## config.mk

```make
export PLATFORM = sky130hd
export DESIGN_NAME = spr_buf_reader
export DESIGN_NICKNAME = d
export VERILOG_FILES = /design/src/rtl/spr_buf_reader.sv
export SDC_FILE = /design/constraint.sdc
export NUM_CORES = 1
export LEC_CHECK = 0
export ABC_AREA = 1
export CORE_ASPECT_RATIO = 1.4
export CORE_MARGIN = 3
export CORE_UTILIZATION = 45
export CTS_BUF_LIST = sky130_fd_sc_hd__clkbuf_4
export CTS_CLUSTER_SIZE = 14
export DETAILED_ROUTE_END_ITERATION = 6
export HOLD_SLACK_MARGIN = 0.02
export MAX_ROUTING_LAYER = met4
export PLACE_DENSITY = 0.82
export SYNTH_ARGS = -nofsm -noshare
export SYNTH_HDL_FRONTEND = slang
export SYNTH_SLANG_ARGS = --single-unit
```

## constraint.sdc

```tcl
create_clock -name clk -period 1.7 [get_ports clk]
set_input_delay 0.17 -clock clk [delete_from_list [all_inputs] [get_ports clk]]
set_output_delay 0.17 -clock clk [all_outputs]
set_load 0.03 [all_outputs]
```

## src/rtl/spr_buf_reader.sv

```systemverilog
// Scanout side of the 128x9 sprite line buffer: reads one ring slot per dot, presents the
// decoded pixel to the mixer and (optionally) zeroes the slot so the renderer can reuse it.
module spr_buf_reader #(
    parameter int LINE_W   = 256,
    parameter int ADDR_W   = 7,
    parameter int CLEAR_EN = 1
) (
    input  logic              clk,
    input  logic              reset,
    input  logic              line_start,
    input  logic              dot_ce,
    input  logic [8:0]        wr_x,
    output logic [ADDR_W-1:0] adb,
    output logic [8:0]        dinb,
    output logic              wreb,
    output logic              ceb,
    output logic              oceb,
    input  logic [8:0]        doutb,
    output logic              pix_valid,
    output logic [7:0]        pix_x,
    output logic [3:0]        pix_color,
    output logic [2:0]        pix_pal,
    output logic [1:0]        pix_prio,
    output logic              busy,
    output logic              underrun
);

    typedef enum logic [1:0] {
        IDLE,
        WAIT,
        RD,
        CAP
    } state_t;

    localparam logic [7:0] X_LAST = 8'(LINE_W - 1);

    state_t     state, state_nxt;
    logic [7:0] x, x_nxt;
    logic       not_ready;

    // Pixel x is only final once the renderer's progress counter has moved past it.
    assign not_ready = ({1'b0, x} >= wr_x);

    assign dinb = '0;
    assign oceb = 1'b1;
    assign busy = (state != IDLE);

    // NOTE: sequential state uses non-blocking assignments so every register samples
    // pre-edge values; blocking here would make results depend on statement order.
    always_ff @(posedge clk) begin
        if (reset) begin
            state <= IDLE;
            x     <= '0;
        end else begin
            state <= state_nxt;
            x     <= x_nxt;
        end
    end

    // NOTE: every output of this block gets a default first, so no path leaves a
    // signal unassigned and no latch is inferred.
    always_comb begin
        state_nxt = state;
        x_nxt     = x;
        adb       = '0;
        ceb       = 1'b0;
        wreb      = 1'b0;

        case (state)
            IDLE: begin
                if (line_start) begin
                    state_nxt = WAIT;
                    x_nxt     = '0;
                end
            end
            WAIT: begin
                if (line_start) begin
                    x_nxt = '0;
                end else if (dot_ce) begin
                    state_nxt = RD;
                end
            end
            RD: begin
                adb = x[ADDR_W-1:0];
                ceb = 1'b1;
                // An abort here drops the pixel before its data ever returns.
                if (line_start) begin
                    state_nxt = WAIT;
                    x_nxt     = '0;
                end else begin
                    state_nxt = CAP;
                end
            end
            CAP: begin
                // Clear the slot in the cycle its read data returns; the read has already
                // completed, so the port never reads and writes one slot together.
                if (CLEAR_EN != 0) begin
                    adb  = x[ADDR_W-1:0];
                    ceb  = 1'b1;
                    wreb = 1'b1;
                end
                if (line_start) begin
                    state_nxt = WAIT;
                    x_nxt     = '0;
                end else if (x == X_LAST) begin
                    state_nxt = IDLE;
                    x_nxt     = '0;
                end else begin
                    state_nxt = WAIT;
                    x_nxt     = x + 8'd1;
                end
            end
            default: begin
                state_nxt = IDLE;
                x_nxt     = '0;
            end
        endcase

        // Reset silences the RAM port in the very cycle it is sampled.
        if (reset) begin
            adb  = '0;
            ceb  = 1'b0;
            wreb = 1'b0;
        end
    end

    always_ff @(posedge clk) begin
        if (reset) begin
            pix_valid <= 1'b0;
            pix_x     <= '0;
            pix_color <= '0;
            pix_pal   <= '0;
            pix_prio  <= '0;
            underrun  <= 1'b0;
        end else begin
            pix_valid <= (state == CAP);
            if (state == CAP) begin
                pix_x     <= x;
                pix_prio  <= doutb[8:7];
                pix_pal   <= doutb[6:4];
                pix_color <= not_ready ? 4'd0 : doutb[3:0];
            end
            if (line_start) begin
                underrun <= 1'b0;
            end else if (state == CAP && not_ready) begin
                underrun <= 1'b1;
            end
        end
    end

endmodule

```

Yosys cells after proc, flatten, opt, wreduce, memory -nomap -nowiden
Index checks and enable logic that the tools add are counted.
{ "totals": {"input_bits": 22, "elab_cells": 43, "register_bits": 29, "output_inout_bits": 39} }
{ "op_classes": {"mux": 18, "order_cmp": 1, "eq_ne": 8, "n_addsub": 1, "reduce_logical": 7} }
{ "ops": {"columns": ["cell", "count"], "rows": [
  ["$mux W8", 3],
  ["$pmux W8 S2", 1],
  ["$mux W7", 2],
  ["$ge A8 B9 Y1", 1],
  ["$add A8 B1 Y8 const B", 1],
  ["$eq A8 B8 Y1 const B", 1],
  ["$mux W2", 4],
  ["$pmux W2 S4", 1],
  ["$mux W1", 6],
  ["$ne A2 B2 Y1 const B", 3],
  ["$eq A2 B2 Y1 const B", 2],
  ["$mux W4", 1],
  ["$reduce_or A2 Y1", 2],
  ["$reduce_and A3 Y1", 1],
  ["$reduce_or A3 Y1", 1],
  ["$eq A2 B1 Y1 const B", 1],
  ["$logic_not A2 Y1", 1],
  ["$ne A2 B1 Y1 const B", 1],
  ["$reduce_bool A2 Y1", 1],
  ["$logic_and A1 B1 Y1", 1]
]} }

Depth between registers and ports, before layout
{ "depth": {"word_depth": 4, "mapped_depth": 10, "mapped_depth_nobuf": 10} }

Least setup slack after synthesis
OpenSTA, ideal clock, no wires.
{ "synth_timing": {"kind": "register -> output", "from": "register state[1]", "to": "output adb[0]", "slack_ps": -2, "arrival_time_ps": 1532, "stages_incl_launch_ff": 5, "cell_sequence": "dfxtp_1 > inv_1 > nor2_1 > inv_1 > nor2_1"} }
{ "synth_via": {"elab_chain_len": 4, "word_cells_on_any_way": 5} }
{ "synth_rtl": {"columns": ["element", "line_no", "source"], "rows": [
  ["start, declared", "37", "state_t state, state_nxt;"],
  ["start signal, assigned", "55", "state <= state_nxt;"],
  ["$eq A2 B2 Y1", "69", "case (state)"],
  ["$reduce_or A2 Y1 (no line) (*)", null, null],
  ["$mux W7 (*)", null, null],
  ["$mux W7 (*)", "120", "if (reset) begin"],
  ["end, declared", "13", "output logic [ADDR_W-1:0] adb,"]
]} }
Mark *: on every way between the ends. The rest lies on a longest branch, timed or not.

Worst setup path in the final report
{ "layout_timing": {"from": "register state[0]", "to": "output wreb"} }
{ "layout_via": {"elab_chain_len": 3} }
{ "layout_rtl": {"columns": ["element", "line_no", "source"], "rows": [
  ["$eq A2 B2 Y1", "69", null],
  ["$mux W1", "69", null],
  ["$mux W1", "120", null],
  ["end, declared", "15", "output logic wreb,"]
]} }
Every way passes these cells.

==> flow_summary_export.csv <==
group,metric,value,unit
place,place.gp.congestion,0.735,
floorplanning,die_x,56.0,um
finish,fin_area,2110,um2
drt,viasPerCell,4.75,
floorplanning,num_rows,24,
global_route,grt_pass1_wl,6.08,mm
drt,drt_iter0_drc,72,
finish,fillers,310,
worst_setup_path,crit_type,"flop to output port",
drt,wl,3.54,mm
synth,yosys.cell_count.top_type,"nand2_1",
floorplanning,core_area,3240,um2
worst_setup_path,slowest_stage,"dfxtp_1",
synth,synth_cells,214,
floorplanning,start_util,0.485,
power_and_ir_drop,clockPowerShare,0.306,
clock_tree,clockRootBuffer,"clkbuf_4",
drt,wl_per_cell,11.4,um
clock_tree,tritoncts,"built",
synth,synth-simple-area-share,0.296,
synth,synth_top_area_frac,0.369,
worst_setup_path,path_buf_inv,2,
worst_setup_path,cp_top_family,"simple AND/OR/NAND/NOR gates",
synth,yosysWarnings,0,
worst_setup_path,start_kind,"flop",
global_route,overflow,0,
timing,drv_slew,0,
finish,drive_gt1_frac,0.122,
worst_setup_path,path_max_fanout,22,
synth,synthDistinctLibCells,28,
synth,ys_seq_area_frac,0.369,
global_route,grt_max_degree,23,
worst_setup_path,critPathRequiredTime,1.53,ns
clock_tree,cts_buffer_depth,2,
synth,synth-edff-count,0,
synth,syn_avg_cell_area,7.35,um2
finish,multi_input_area,802,um2
worst_setup_path,critPathCaptureType,"output port",
worst_setup_path,critPathArrivalTime,1.39,ns
power_and_ir_drop,internal_power,0.000923,W
finish,synthToLayoutAreaGrowth,34.4,%
synth,ys_ff_latch,29,
drt,drt_pass1_iterations,4,
clock_tree,postCtsHoldBufs,0,
worst_setup_path,worst_path_most_repeated_cell,"buf_4",
place,portBuffers,50,
clock_tree,h-tree-depth,2,
clock_tree,post_cts_resize_count,1,
floorplanning,fp.dieArea,4250,um2
clock_tree,cts_setup_buffers,0,
clock_tree,numCtsBuffers,5,
floorplanning,ios,61,
place,placed_area,2070,um2
power_and_ir_drop,power_frac_seq,0.534,
floorplanning,die_h,76.0,um
timing,rsz0062_at_grt,"no",
timing,hold_viol_final,0,
timing,timing.hold.ws,0.374,ns
worst_setup_path,cpPeakStageDelay,0.34,ns
power_and_ir_drop,leakagePower,0.923,nW
synth,synth_top_family_by_area,"simple AND/OR/NAND/NOR gates",
timing,fin_skew,0.00612,ns
global_route,grt_usage,0.184,
synth,postSynth.asyncResetShare,0,
finish,final_net_count,301,
synth,syn-cell-area,1570,um2
run_status,status,"finished, final reports clean",
drt,ant_nets,0,
global_route,grt_pass1_vias,1357,
timing,period_share,0.915,
power_and_ir_drop,p_per_area,614,nW/um2
worst_setup_path,crit_path_cell_trace,"buf_4 > nand2_4 > nor2_8 > buf_4",
drt,drc_errors,0,
power_and_ir_drop,p_sw,0.000375,W
synth,synth-adder-area-share,0.0716,
timing,setup_viol,0,
synth,synth_mux_area_frac,0,
power_and_ir_drop,p_total,0.00130,W
clock_tree,insertion_delay,0.34,ns
synth,synth.largest_area_cell,"dfxtp_1",
synth,synth_compound_area_frac,0.107,
place,place_hpwl,2.73,mm
worst_setup_path,r2r_slack,0.25,ns
drt,num_vias,1472,
synth,yosys-top-cells-count,"nand2_1 (43), dfxtp_1 (29), inv_1 (26), nand3_1 (22), nor2_1 (20)",
power_and_ir_drop,max-vdd-ir-drop,0.000441,V
global_route,antenna_found_initial,0,
clock_tree,clkTransAtPathRegs,0.09,ns
flow_run,max_cap_viol_count,0,
timing,finalCriticalPeriod,1.56,ns
synth,synth_area_leaders,"dfxtp_1 (37%), nand2_1 (10%), ha_1 (7.2%)",
finish,n_antenna_cell,0,
power_and_ir_drop,switching_share,0.289,
worst_hold_path,hold_path.class,"input pin to flop",
timing,fmax,643,MHz
synth,synth_xor_area_frac,0.0111,
clock_tree,cts_num_sinks,29,
synth,synthFlopType,"dfxtp_1",
power_and_ir_drop,combPwrFrac,0.159,
finish,regArea,581,um2
[per-layer routing]
layer / vias up / wire length (um) / global-route usage
met5: - / 0 / -
met4: 0 / 113 / 0.0950
met3: 9 / 274 / 0.0595
met2: 54 / 1690 / 0.288
met1: 630 / 1450 / 0.207
li1: 779 / - / -
[power by group through the flow]
stage / logic, W / registers, W / clock network [W]
final: 0.000207 / 0.000694 / 0.000398
after global routing: 0.000226 / 0.000695 / 0.000437
after CTS: 0.000208 / 0.000694 / 0.000407
after detailed placement: 0.000210 / 0.000710 / 0
after global placement: 0.000209 / 0.000709 / 0
after floorplan: 0.000124 / 0.000722 / 0
[tightest hold or removal path: cells and delay by family]
| kind | cells | cell delay (ns) |
|---|---|---|
| buf+inv | 1 | 0.40 |
| simple gates | 2 | 0.10 |
[final cells by class]
cell class	instances	area share
sequential	29	0.275
clock inverter	3	0.00592
inverter	29	0.0527
tap	39	0.0231
timing repair buffer	56	0.247
clock buffer	5	0.0178
multi-input combinational	149	0.379
[registers in the layout (all words and copies together) (netlist names)]
name,cells
pix_x,8
x,8
pix_color,4
pix_pal,3
pix_prio,2
state,2
pix_valid,1
underrun,1
[worst paths after layout]
path,start,end,cells after the start
hold / removal,doutb[4],pix_pal[0]$_SDFFE_PP0P_,3
setup / recovery,state[0]$_SDFFE_PP0P_,wreb,4
hold reg to reg,underrun$_SDFFE_PP0P_,underrun$_SDFFE_PP0P_,2
setup reg to reg,x[2]$_SDFFE_PP0P_,underrun$_SDFFE_PP0P_,9
[metrics by stage]
step                      TNS (ns)  instances  worst slack, ns   util
after floorplan            -0.0167        222         -0.00239      -
after global placement     -0.0129        302          -0.0129  0.637
after detailed placement   -0.0465        302          -0.0458  0.637
after CTS                        0        310            0.115  0.652
after global routing             0        310           0.0105  0.652
final                            0        310            0.144  0.652
[cells in the final DEF, fill, tap and decap left out, drive strengths merged]
cell type / netlist / layout
ha: 9 / 9
clkbuf: 0 / 5
nand4: 3 / 3
nand2: 44 / 44
o21ai: 16 / 16
clkinv: 0 / 3
buf: 15 / 15
nor3: 1 / 1
dlygate4sd2: 0 / 1
a22oi: 4 / 4
conb: 2 / 10
or2: 1 / 1
a21oi: 10 / 10
nand3b: 1 / 1
dfxtp: 29 / 29
clkdlybuf4s50: 0 / 40
inv: 29 / 29
nand3: 23 / 23
o2111ai: 1 / 1
nor2: 24 / 24
xor2: 2 / 2
[kinds of logic (layout without fill, tap and decap cells)]
family | after synthesis | count (layout)
simple gates | 97 | 97
compound gates | 31 | 31
other cells | 2 | 10
xor+xnor | 2 | 2
flops | 29 | 29
buf+inv | 44 | 93
fa+ha+maj | 9 | 9
Power figures use the tool's default switching activity.
